<file path="src/rtl/fb_pkg.sv">
// -----------------------------------------------------------------------------
// fb_pkg -- shared definitions for the frame-buffer port arbiter.
//   AW_DEF / DW_DEF : default address / data widths (1024 x RGB565)
//   RGB_*           : RGB565 field positions inside a 16-bit pixel word
//   owner_e         : owner of the memory port in the previous cycle
//   rgb565()        : packs separate colour fields into one pixel word
// -----------------------------------------------------------------------------
package fb_pkg;

  localparam int AW_DEF = 10;
  localparam int DW_DEF = 16;

  localparam int RGB_R_HI = 15;
  localparam int RGB_R_LO = 11;
  localparam int RGB_G_HI = 10;
  localparam int RGB_G_LO = 5;
  localparam int RGB_B_HI = 4;
  localparam int RGB_B_LO = 0;

  typedef enum logic [1:0] {
    OWN_IDLE = 2'd0,
    OWN_SCAN = 2'd1,
    OWN_HOST = 2'd2
  } owner_e;

  function automatic logic [15:0] rgb565(input logic [4:0] r,
                                         input logic [5:0] g,
                                         input logic [4:0] b);
    logic [15:0] px;
    px = '0;
    px[RGB_R_HI:RGB_R_LO] = r;
    px[RGB_G_HI:RGB_G_LO] = g;
    px[RGB_B_HI:RGB_B_LO] = b;
    return px;
  endfunction

endpackage

</file>
<file path="src/rtl/fb_port_arbiter_wbuf.sv">
// -----------------------------------------------------------------------------
// fb_wbuf_fifo -- 2-deep synchronous FIFO with valid/ready handshakes.
// Holds posted host writes ({addr, wdata}) when FB_ARB_WBUF_EN is defined.
//   clk, rst_n          : clock, asynchronous active-low reset
//   in_valid/in_ready   : push handshake, in_data is the entry
//   out_valid/out_ready : pop handshake, out_data is the oldest entry
// in_ready deliberately ignores a same-cycle pop, keeping the full flag
// off the out_ready path.
// -----------------------------------------------------------------------------
module fb_wbuf_fifo #(
  parameter int W = 26
) (
  input  logic         clk,
  input  logic         rst_n,
  input  logic         in_valid,
  output logic         in_ready,
  input  logic [W-1:0] in_data,
  output logic         out_valid,
  input  logic         out_ready,
  output logic [W-1:0] out_data
);

  logic [W-1:0] slot [2];
  logic         wr_ptr;
  logic         rd_ptr;
  logic [1:0]   count;
  logic         push;
  logic         pop;

  assign in_ready  = (count != 2'd2);
  assign out_valid = (count != 2'd0);
  assign out_data  = slot[rd_ptr];
  assign push      = in_valid && in_ready;
  assign pop       = out_valid && out_ready;

  // NOTE: state registers use non-blocking assignments so every flop samples
  // pre-edge values regardless of process ordering.
  always_ff @(posedge clk or negedge rst_n) begin
    if (!rst_n) begin
      wr_ptr <= 1'b0;
      rd_ptr <= 1'b0;
      count  <= 2'd0;
    end else begin
      if (push) wr_ptr <= ~wr_ptr;
      if (pop)  rd_ptr <= ~rd_ptr;
      count <= count + {1'b0, push} - {1'b0, pop};
    end
  end

  // NOTE: storage is not reset; count gates out_valid, so stale slot contents
  // are never observed and the array can map onto plain registers/RAM.
  always_ff @(posedge clk) begin
    if (push) slot[wr_ptr] <= in_data;
  end

endmodule

</file>
<file path="src/rtl/fb_port_arbiter.sv">
// -----------------------------------------------------------------------------
// fb_port_arbiter -- shares one synchronous frame-buffer port between the
// scan-out reader (priority) and the host port. A starvation counter forces
// the host in after STARVE_MAX consecutive scan grants while it waits.
//   scan_req/scan_addr/scan_gnt/scan_rvalid/scan_rdata : scan reader side
//   host_valid/host_we/host_addr/host_wdata/host_ready
//   host_rvalid/host_rdata                             : host side
//   mem_en/mem_we/mem_addr/mem_wdata/mem_rdata         : memory port
//                                                        (1-cycle read latency)
// Optional: define FB_ARB_WBUF_EN to add a 2-entry posted-write buffer on the
// host write path (instantiates fb_wbuf_fifo).
// -----------------------------------------------------------------------------
module fb_port_arbiter
  import fb_pkg::*;
#(
  parameter int AW         = AW_DEF,
  parameter int DW         = DW_DEF,
  parameter int STARVE_MAX = 4
) (
  input  logic          clk,
  input  logic          rst_n,
  input  logic          scan_req,
  input  logic [AW-1:0] scan_addr,
  output logic          scan_gnt,
  output logic          scan_rvalid,
  output logic [DW-1:0] scan_rdata,
  input  logic          host_valid,
  input  logic          host_we,
  input  logic [AW-1:0] host_addr,
  input  logic [DW-1:0] host_wdata,
  output logic          host_ready,
  output logic          host_rvalid,
  output logic [DW-1:0] host_rdata,
  output logic          mem_en,
  output logic          mem_we,
  output logic [AW-1:0] mem_addr,
  output logic [DW-1:0] mem_wdata,
  input  logic [DW-1:0] mem_rdata
);

  localparam int            CW         = 4;
  localparam logic [CW-1:0] STARVE_LIM = CW'(STARVE_MAX);

  logic [CW-1:0] starve_cnt;
  owner_e        owner_q;
  owner_e        owner_d;
  logic          host_rd_q;

  // Host-side view of the memory port: who (if anyone) drives it this cycle.
  logic          host_pending;
  logic          force_host;
  logic          host_mem_gnt;
  logic          host_mem_we;
  logic [AW-1:0] host_mem_addr;
  logic [DW-1:0] host_mem_wdata;

`ifdef FB_ARB_WBUF_EN
  logic               wq_in_valid;
  logic               wq_in_ready;
  logic               wq_out_valid;
  logic [AW+DW-1:0]   wq_out_data;
  logic               host_rd_req;
  logic               drain;
  logic               rd_gnt;

  assign host_rd_req  = host_valid && !host_we;
  assign host_pending = wq_out_valid || host_rd_req;
  assign force_host   = host_pending && (starve_cnt == STARVE_LIM);
  // Buffered writes drain before any read, which keeps read-after-write order.
  assign drain        = wq_out_valid && (!scan_req || force_host);
  assign rd_gnt       = host_rd_req && !wq_out_valid && (!scan_req || force_host);
  assign wq_in_valid  = host_valid && host_we;
  assign host_ready   = (wq_in_valid && wq_in_ready) || rd_gnt;

  assign host_mem_gnt   = drain || rd_gnt;
  assign host_mem_we    = drain;
  assign host_mem_addr  = drain ? wq_out_data[AW+DW-1:DW] : host_addr;
  assign host_mem_wdata = wq_out_data[DW-1:0];

  fb_wbuf_fifo #(.W(AW + DW)) u_wbuf (
    .clk       (clk),
    .rst_n     (rst_n),
    .in_valid  (wq_in_valid),
    .in_ready  (wq_in_ready),
    .in_data   ({host_addr, host_wdata}),
    .out_valid (wq_out_valid),
    .out_ready (drain),
    .out_data  (wq_out_data)
  );
`else
  assign host_pending   = host_valid;
  assign force_host     = host_valid && (starve_cnt == STARVE_LIM);
  assign host_ready     = host_valid && (!scan_req || force_host);
  assign host_mem_gnt   = host_ready;
  assign host_mem_we    = host_we;
  assign host_mem_addr  = host_addr;
  assign host_mem_wdata = host_wdata;
`endif

  assign scan_gnt = scan_req && !force_host;

  // NOTE: every output of a combinational block gets a default first, so no
  // path can leave it unassigned and infer a latch.
  always_comb begin
    mem_en    = scan_gnt || host_mem_gnt;
    mem_we    = host_mem_gnt && host_mem_we;
    mem_addr  = '0;
    mem_wdata = '0;
    if (scan_gnt) begin
      mem_addr = scan_addr;
    end else if (host_mem_gnt) begin
      mem_addr  = host_mem_addr;
      mem_wdata = host_mem_wdata;
    end
  end

  // Counts scan wins while the host has work queued; saturates at the limit,
  // where force_host takes over the next cycle.
  always_ff @(posedge clk or negedge rst_n) begin
    if (!rst_n) begin
      starve_cnt <= '0;
    end else if (host_mem_gnt || !host_pending) begin
      starve_cnt <= '0;
    end else if (scan_gnt && (starve_cnt != STARVE_LIM)) begin
      starve_cnt <= starve_cnt + CW'(1);
    end
  end

  // Owner FSM: records which requester used the port last cycle, which is
  // exactly who the returning read data belongs to.
  always_comb begin
    owner_d = OWN_IDLE;
    if (scan_gnt)          owner_d = OWN_SCAN;
    else if (host_mem_gnt) owner_d = OWN_HOST;
  end

  always_ff @(posedge clk or negedge rst_n) begin
    if (!rst_n) begin
      owner_q   <= OWN_IDLE;
      host_rd_q <= 1'b0;
    end else begin
      owner_q   <= owner_d;
      host_rd_q <= host_mem_gnt && !host_mem_we;
    end
  end

  assign scan_rvalid = (owner_q == OWN_SCAN);
  assign host_rvalid = (owner_q == OWN_HOST) && host_rd_q;
  assign scan_rdata  = mem_rdata;
  assign host_rdata  = mem_rdata;

endmodule

</file>
<file path="config.mk">
export PLATFORM = sky130hd
export DESIGN_NAME = fb_port_arbiter
export DESIGN_NICKNAME = d
export VERILOG_FILES = /design/src/rtl/fb_pkg.sv /design/src/rtl/fb_port_arbiter_wbuf.sv /design/src/rtl/fb_port_arbiter.sv
export SDC_FILE = /design/constraint.sdc
export NUM_CORES = 1
export LEC_CHECK = 0
export ABC_AREA = 1
export BUFFER_PORTS_ARGS = -buffer_cell sky130_fd_sc_hd__clkbuf_2
export CORE_ASPECT_RATIO = 0.6
export CORE_MARGIN = 5
export CORE_UTILIZATION = 31
export CTS_BUF_LIST = sky130_fd_sc_hd__clkbuf_16
export DETAILED_ROUTE_END_ITERATION = 7
export PLACE_DENSITY = 0.78
export SLEW_MARGIN = 40
export SYNTH_ARGS = -nofsm -noshare
export SYNTH_HDL_FRONTEND = slang
export SYNTH_SLANG_ARGS = --single-unit
</file>
<file path="constraint.sdc">
create_clock -name clk -period 1.9 [get_ports clk]
set_clock_uncertainty 0.1 [all_clocks]
set_input_delay 0.095 -clock clk [delete_from_list [all_inputs] [get_ports clk]]
set_output_delay 0.095 -clock clk [all_outputs]
set_load 0.02 [all_outputs]
</file>
### Yosys cells after proc, flatten, opt, wreduce, memory -nomap -nowiden

Index checks and enable logic that the tools add are counted.
W data, S select, Z words.

* logic and storage cells: 31
* output and inout port bits: 64
* bits in registers: 7

* mux-type cells: 8
* equal/unequal tests: 4
* add/subtract/negate cells: 1
* reductions and logical operators: 15

Operator list (count)
* $mux W16: 2
* $mux W10: 2
* $mux W4: 2
* $logic_and A1 B1 Y1: 7
* $add A4 B1 Y4 const B: 1
* $eq A4 B3 Y1 const B: 1
* $logic_not A1 Y1: 4
* $mux W2: 2
* $ne A4 B3 Y1 const B: 1
* $logic_or A1 B1 Y1: 3
* $eq A2 B1 Y1 const B: 1
* $eq A2 B2 Y1 const B: 1
* $reduce_bool A2 Y1: 1

### Logic depth before layout (Yosys ltp)

* depth in word-level cells: 7
* mapped depth: 9

### Worst setup path after synthesis

Ideal clock, no wire load.

* path kind: reg-to-reg
* start: register starve_cnt[0]
* end: register owner_q[1]
* setup slack: 0.426 ns
* data arrival time: 1.222 ns
* clock period less this slack: 1.474 ns
* setup time: 0.151 ns
* stages on the path, launching flop included: 10
* cell sequence: dfrtp_1 -> inv_1 -> ha_1 -> nand2_1 -> inv_1 -> nand2_1 -> nand2_2 -> nand2_4 -> buf_6 -> inv_1

* cells in the longest elaborated chain, start to end: 6

RTL lines
* start: declaration: line fb_port_arbiter.sv:44 `logic [CW-1:0] starve_cnt;`
* start signal: assignment: line fb_port_arbiter.sv:125 `starve_cnt <= starve_cnt + CW'(1);`
* $eq A4 B3 Y1: line fb_port_arbiter.sv:92 `assign force_host = host_valid && (starve_cnt == STARVE_LIM);`
* $logic_and A1 B1 Y1: line fb_port_arbiter.sv:92
* $logic_or A1 B1 Y1: line fb_port_arbiter.sv:93 `assign host_ready = host_valid && (!scan_req || force_host);`
* $logic_and A1 B1 Y1: line fb_port_arbiter.sv:93
* via host_ready: line fb_port_arbiter.sv:31 `output logic host_ready,`
* $mux W2: line fb_port_arbiter.sv:134 `else if (host_mem_gnt) owner_d = OWN_HOST;`
* $mux W2: line fb_port_arbiter.sv:133 `if (scan_gnt) owner_d = OWN_SCAN;`
* end signal: assignment: line fb_port_arbiter.sv:142 `owner_q <= owner_d;`
* end: declaration: line fb_port_arbiter.sv:45 `owner_e owner_q;`

The timed path passes the listed nets, and every way through them passes these cells.
A chain may end at the register's enable or synchronous reset.

### Worst setup path in the final report

* start: register starve_cnt[1]
* end: output port mem_addr[0]

* cells in the longest elaborated chain, start to end: 6

RTL lines
* $eq A4 B3 Y1 (*): line fb_port_arbiter.sv:92
* $logic_and A1 B1 Y1 (*): line fb_port_arbiter.sv:92
* $logic_or A1 B1 Y1: line fb_port_arbiter.sv:93
* $logic_and A1 B1 Y1: line fb_port_arbiter.sv:93
* $mux W10: line fb_port_arbiter.sv:111 `end else if (host_mem_gnt) begin`
* $mux W10 (*): line fb_port_arbiter.sv:109 `if (scan_gnt) begin`
* end: declaration: line fb_port_arbiter.sv:36 `output logic [AW-1:0] mem_addr,`

Every way passes the cells marked *; elsewhere a longest branch is shown, timed or not.

==> metrics.txt <==
outcome complete, no violations; top-area cell type share of the netlist area between 20% and 30%; worst slew pin tran around 0.27 ns; TritonCTS Buffers 3; final setup violating endpoints 0; chip height 51.3 µm; cell family with most CP delay buffers and inverters; WL final between 2000 and 2500 µm; Flop pwr share 22.2%; arrival time of the worst setup path approximately 1.6 ns; WP buf/inv 4; reg2reg start starve_cnt[0]; Total Power 0.000712 W; Hold Path End host_rdata[5]; register bit total from synthesis 7; Hold Vio Cnt, Final 0; min-delay src mem_rdata[5]; num ports around 120; CP Class reg -> out; Final ANT Viol Nets 0; reg2reg path depth 8; layout cells sized above 1 between 50% and 60%; critical path launch point type flop; Clock Tree Buf Depth 2; crit share post-route 93.2%; Yosys cell types 16; Gate power share between 20% and 30%; setup TNS 0 ns; Area growth syn-to-layout 35.8%; Layout Cells excl Fill between 200 and 250; clk sink count 7; Fillers 277; row count 15; worst skew pair latency ~0.22 ns; Sw Share roughly 27%; Placer Congestion approximately 0.8; DIE AREA slightly above 4000 µm²; Slew Limit Fails 0; Multi-input gate area roughly 360 µm²; GRT Resource Usage Total between 10% and 20%; RSZ-0062 raised after global routing no; hpwl dp 1800 µm; Antenna Cells 0; Final nets roughly 240; core box area approximately 2800 µm²; H-tree Lvls 1; clock root buffer master clkbuf_16; gr ovfl total 0; WL per Instance 10.1 µm; largest net degree at the start of global routing 20; DR iter-0 viols 21; initial antenna violation count 0; Synth area leaders buf_4 28%, dfrtp_1 20%, nand3_1 13%; worst path required time 1.70 ns; cell taking the most area after synthesis buf_4; Worst setup EP type output port; reg-to-reg endpoint starve_cnt[3]; Net Switching 0.000195 W; Starting Density approximately a third; slowest CP cell dfrtp_1; Cell Int Power slightly above 0.0005 W; number of max-cap violations 0; worst vdd ir between 0.0003 and 0.0004 V; Max FO, Critical Path 8; vias in the first global route 844; DR pass1 iterations 3; Reg area 175 µm²; LEAKAGE 0.792 nW; CTS tree built; port bufs between 70 and 80; Slew HR slightly above 80%; PD cells between 500 and 600 nW/µm²; r2r setup slk roughly 0.50 ns; via count about 900; # DRC 0; fin crit period around 1.8 ns; Vias per Instance between 4 and 5; Netlist Area Pre-Place 880 µm²; type of the most critical hold path in -> out; Seq/Total Area, Yosys about a fifth; syn nets ~200; Worst Hold Depth 0; DP Cell Count a little over 200; wire length of the first global-routing pass 3670 µm; Mapped Avg Cell Area 6.47 µm²; CP Cell Sequence inv_1, ha_1, nand2_1, inv_1, nand2_2, nand2_4, buf_12, nand3_1, nand2_1, clkbuf_2; Cells after Synth 136; Ys Warns 0; clk slew on worst S/H paths about 0.04 ns; max incr delay on CP around 0.39 ns; clock network power share approximately half; Fmax achieved 565 MHz; die width between 70 and 80 µm
through the flow:
stage               hold WS, ns  util, %  instance area, µm²  worst slack [ns]
floorplan                -0.301        -                 880             0.426
global placement         -0.164     36.7                1030             0.212
detailed placement       -0.164     36.7                1030             0.180
CTS                      0.0902     40.4                1130           0.00173
global route             0.0900     42.7                1190            0.0217
finish                   0.0900     42.7                1190             0.129
cell usage in the layout (no fill, tap or decap):
cell and n:
buf_12 1, buf_2 9, buf_4 7, buf_6 1, clkbuf_16 3, clkbuf_2 60
dfrtp_1 7, dlygate4sd3_1 2, ha_1 2, inv_1 26, nand2_1 13, nand2_2 1
nand2_4 1, nand2_8 1, nand3_1 22, nor2_1 16, nor2_2 9, xnor2_1 1
xor2_1 1
final cells by class:
cell class | instances | share of cell area [%]
Tap cell | 34 | 3.56
Inverter | 25 | 7.85
Clock buffer | 3 | 6.28
Timing Repair Buffer | 80 | 37.6
Multi-Input combinational cell | 67 | 29.7
Clock inverter | 1 | 0.314
Sequential cell | 7 | 14.7
cell families after synthesis:
family        synth area share, %
xor+xnor                     1.99
buf+inv                      41.5
simple gates                 33.7
flops                        19.9
fa+ha+maj                    2.84
what timing repair did:
item / 4_1_cts / 5_1_grt
buffers inserted: 0 / 4
hold buffers: 2 / 0
endpoints found under the hold margin: 8 / 0
resized for setup: 1 / 18
pin swaps: 0 / 1
setup endpoints to repair: 18 / 23
synthesized netlist by cell type:
master and count:
buf_4 33, inv_1 25, nand3_1 22, nor2_1 16, nand2_1 14, nor2_2 9
dfrtp_1 7, ha_1 2, buf_1 1, buf_2 1, buf_6 1, clkbuf_1 1
nand2_2 1, nand2_4 1, xnor2_1 1, xor2_1 1
power groups by stage:
stage,sequential [W],clock [W],combinational (W)
after floorplan,0.000159,0,0.000207
after global placement,0.000160,0,0.000191
after global routing,0.000159,0.000363,0.000233
after detailed placement,0.000160,0,0.000192
final,0.000158,0.000345,0.000209
after CTS,0.000159,0.000351,0.000197
state kept, by name, summed over array words and instances, names as in the netlist:
| register | flops |
|---|---|
| owner_q | 2 |
| host_rd_q | 1 |
| starve_cnt | 4 |
worst max path at each step:
stage | endpoint | slack [ns] | depth (start not counted) | from
after CTS | host_ready | 0.002 | 9 | starve_cnt[0]
final | mem_addr[0] | 0.13 | 10 | starve_cnt[1]
after global placement | host_ready | 0.21 | 9 | starve_cnt[0]
after global routing | mem_wdata[0] | 0.02 | 9 | starve_cnt[1]
after floorplan | owner_q[1] | 0.43 | 9 | starve_cnt[0]
after detailed placement | mem_wdata[5] | 0.18 | 9 | starve_cnt[0]
worst reg2reg max path: cells and delay by family (launching register included):
kind | cells | cell delay [ns]
DFF | 1 | 0.36
and+or+nand+nor | 4 | 0.44
buffers and inverters | 3 | 0.24
adders and majority gates | 1 | 0.19
routing by layer:
layer / up-vias / share of wire [%] / global-route usage, %
met2: 58 / 43 / 16.6
met1: 377 / 43 / 13.8
met5: - / 0 / 0
li1: 465 / - / -
met3: 2 / 14 / 6.69
met4: 0 / 0.23 / 1.16
No activity file was read; power rests on OpenSTA's default activity.
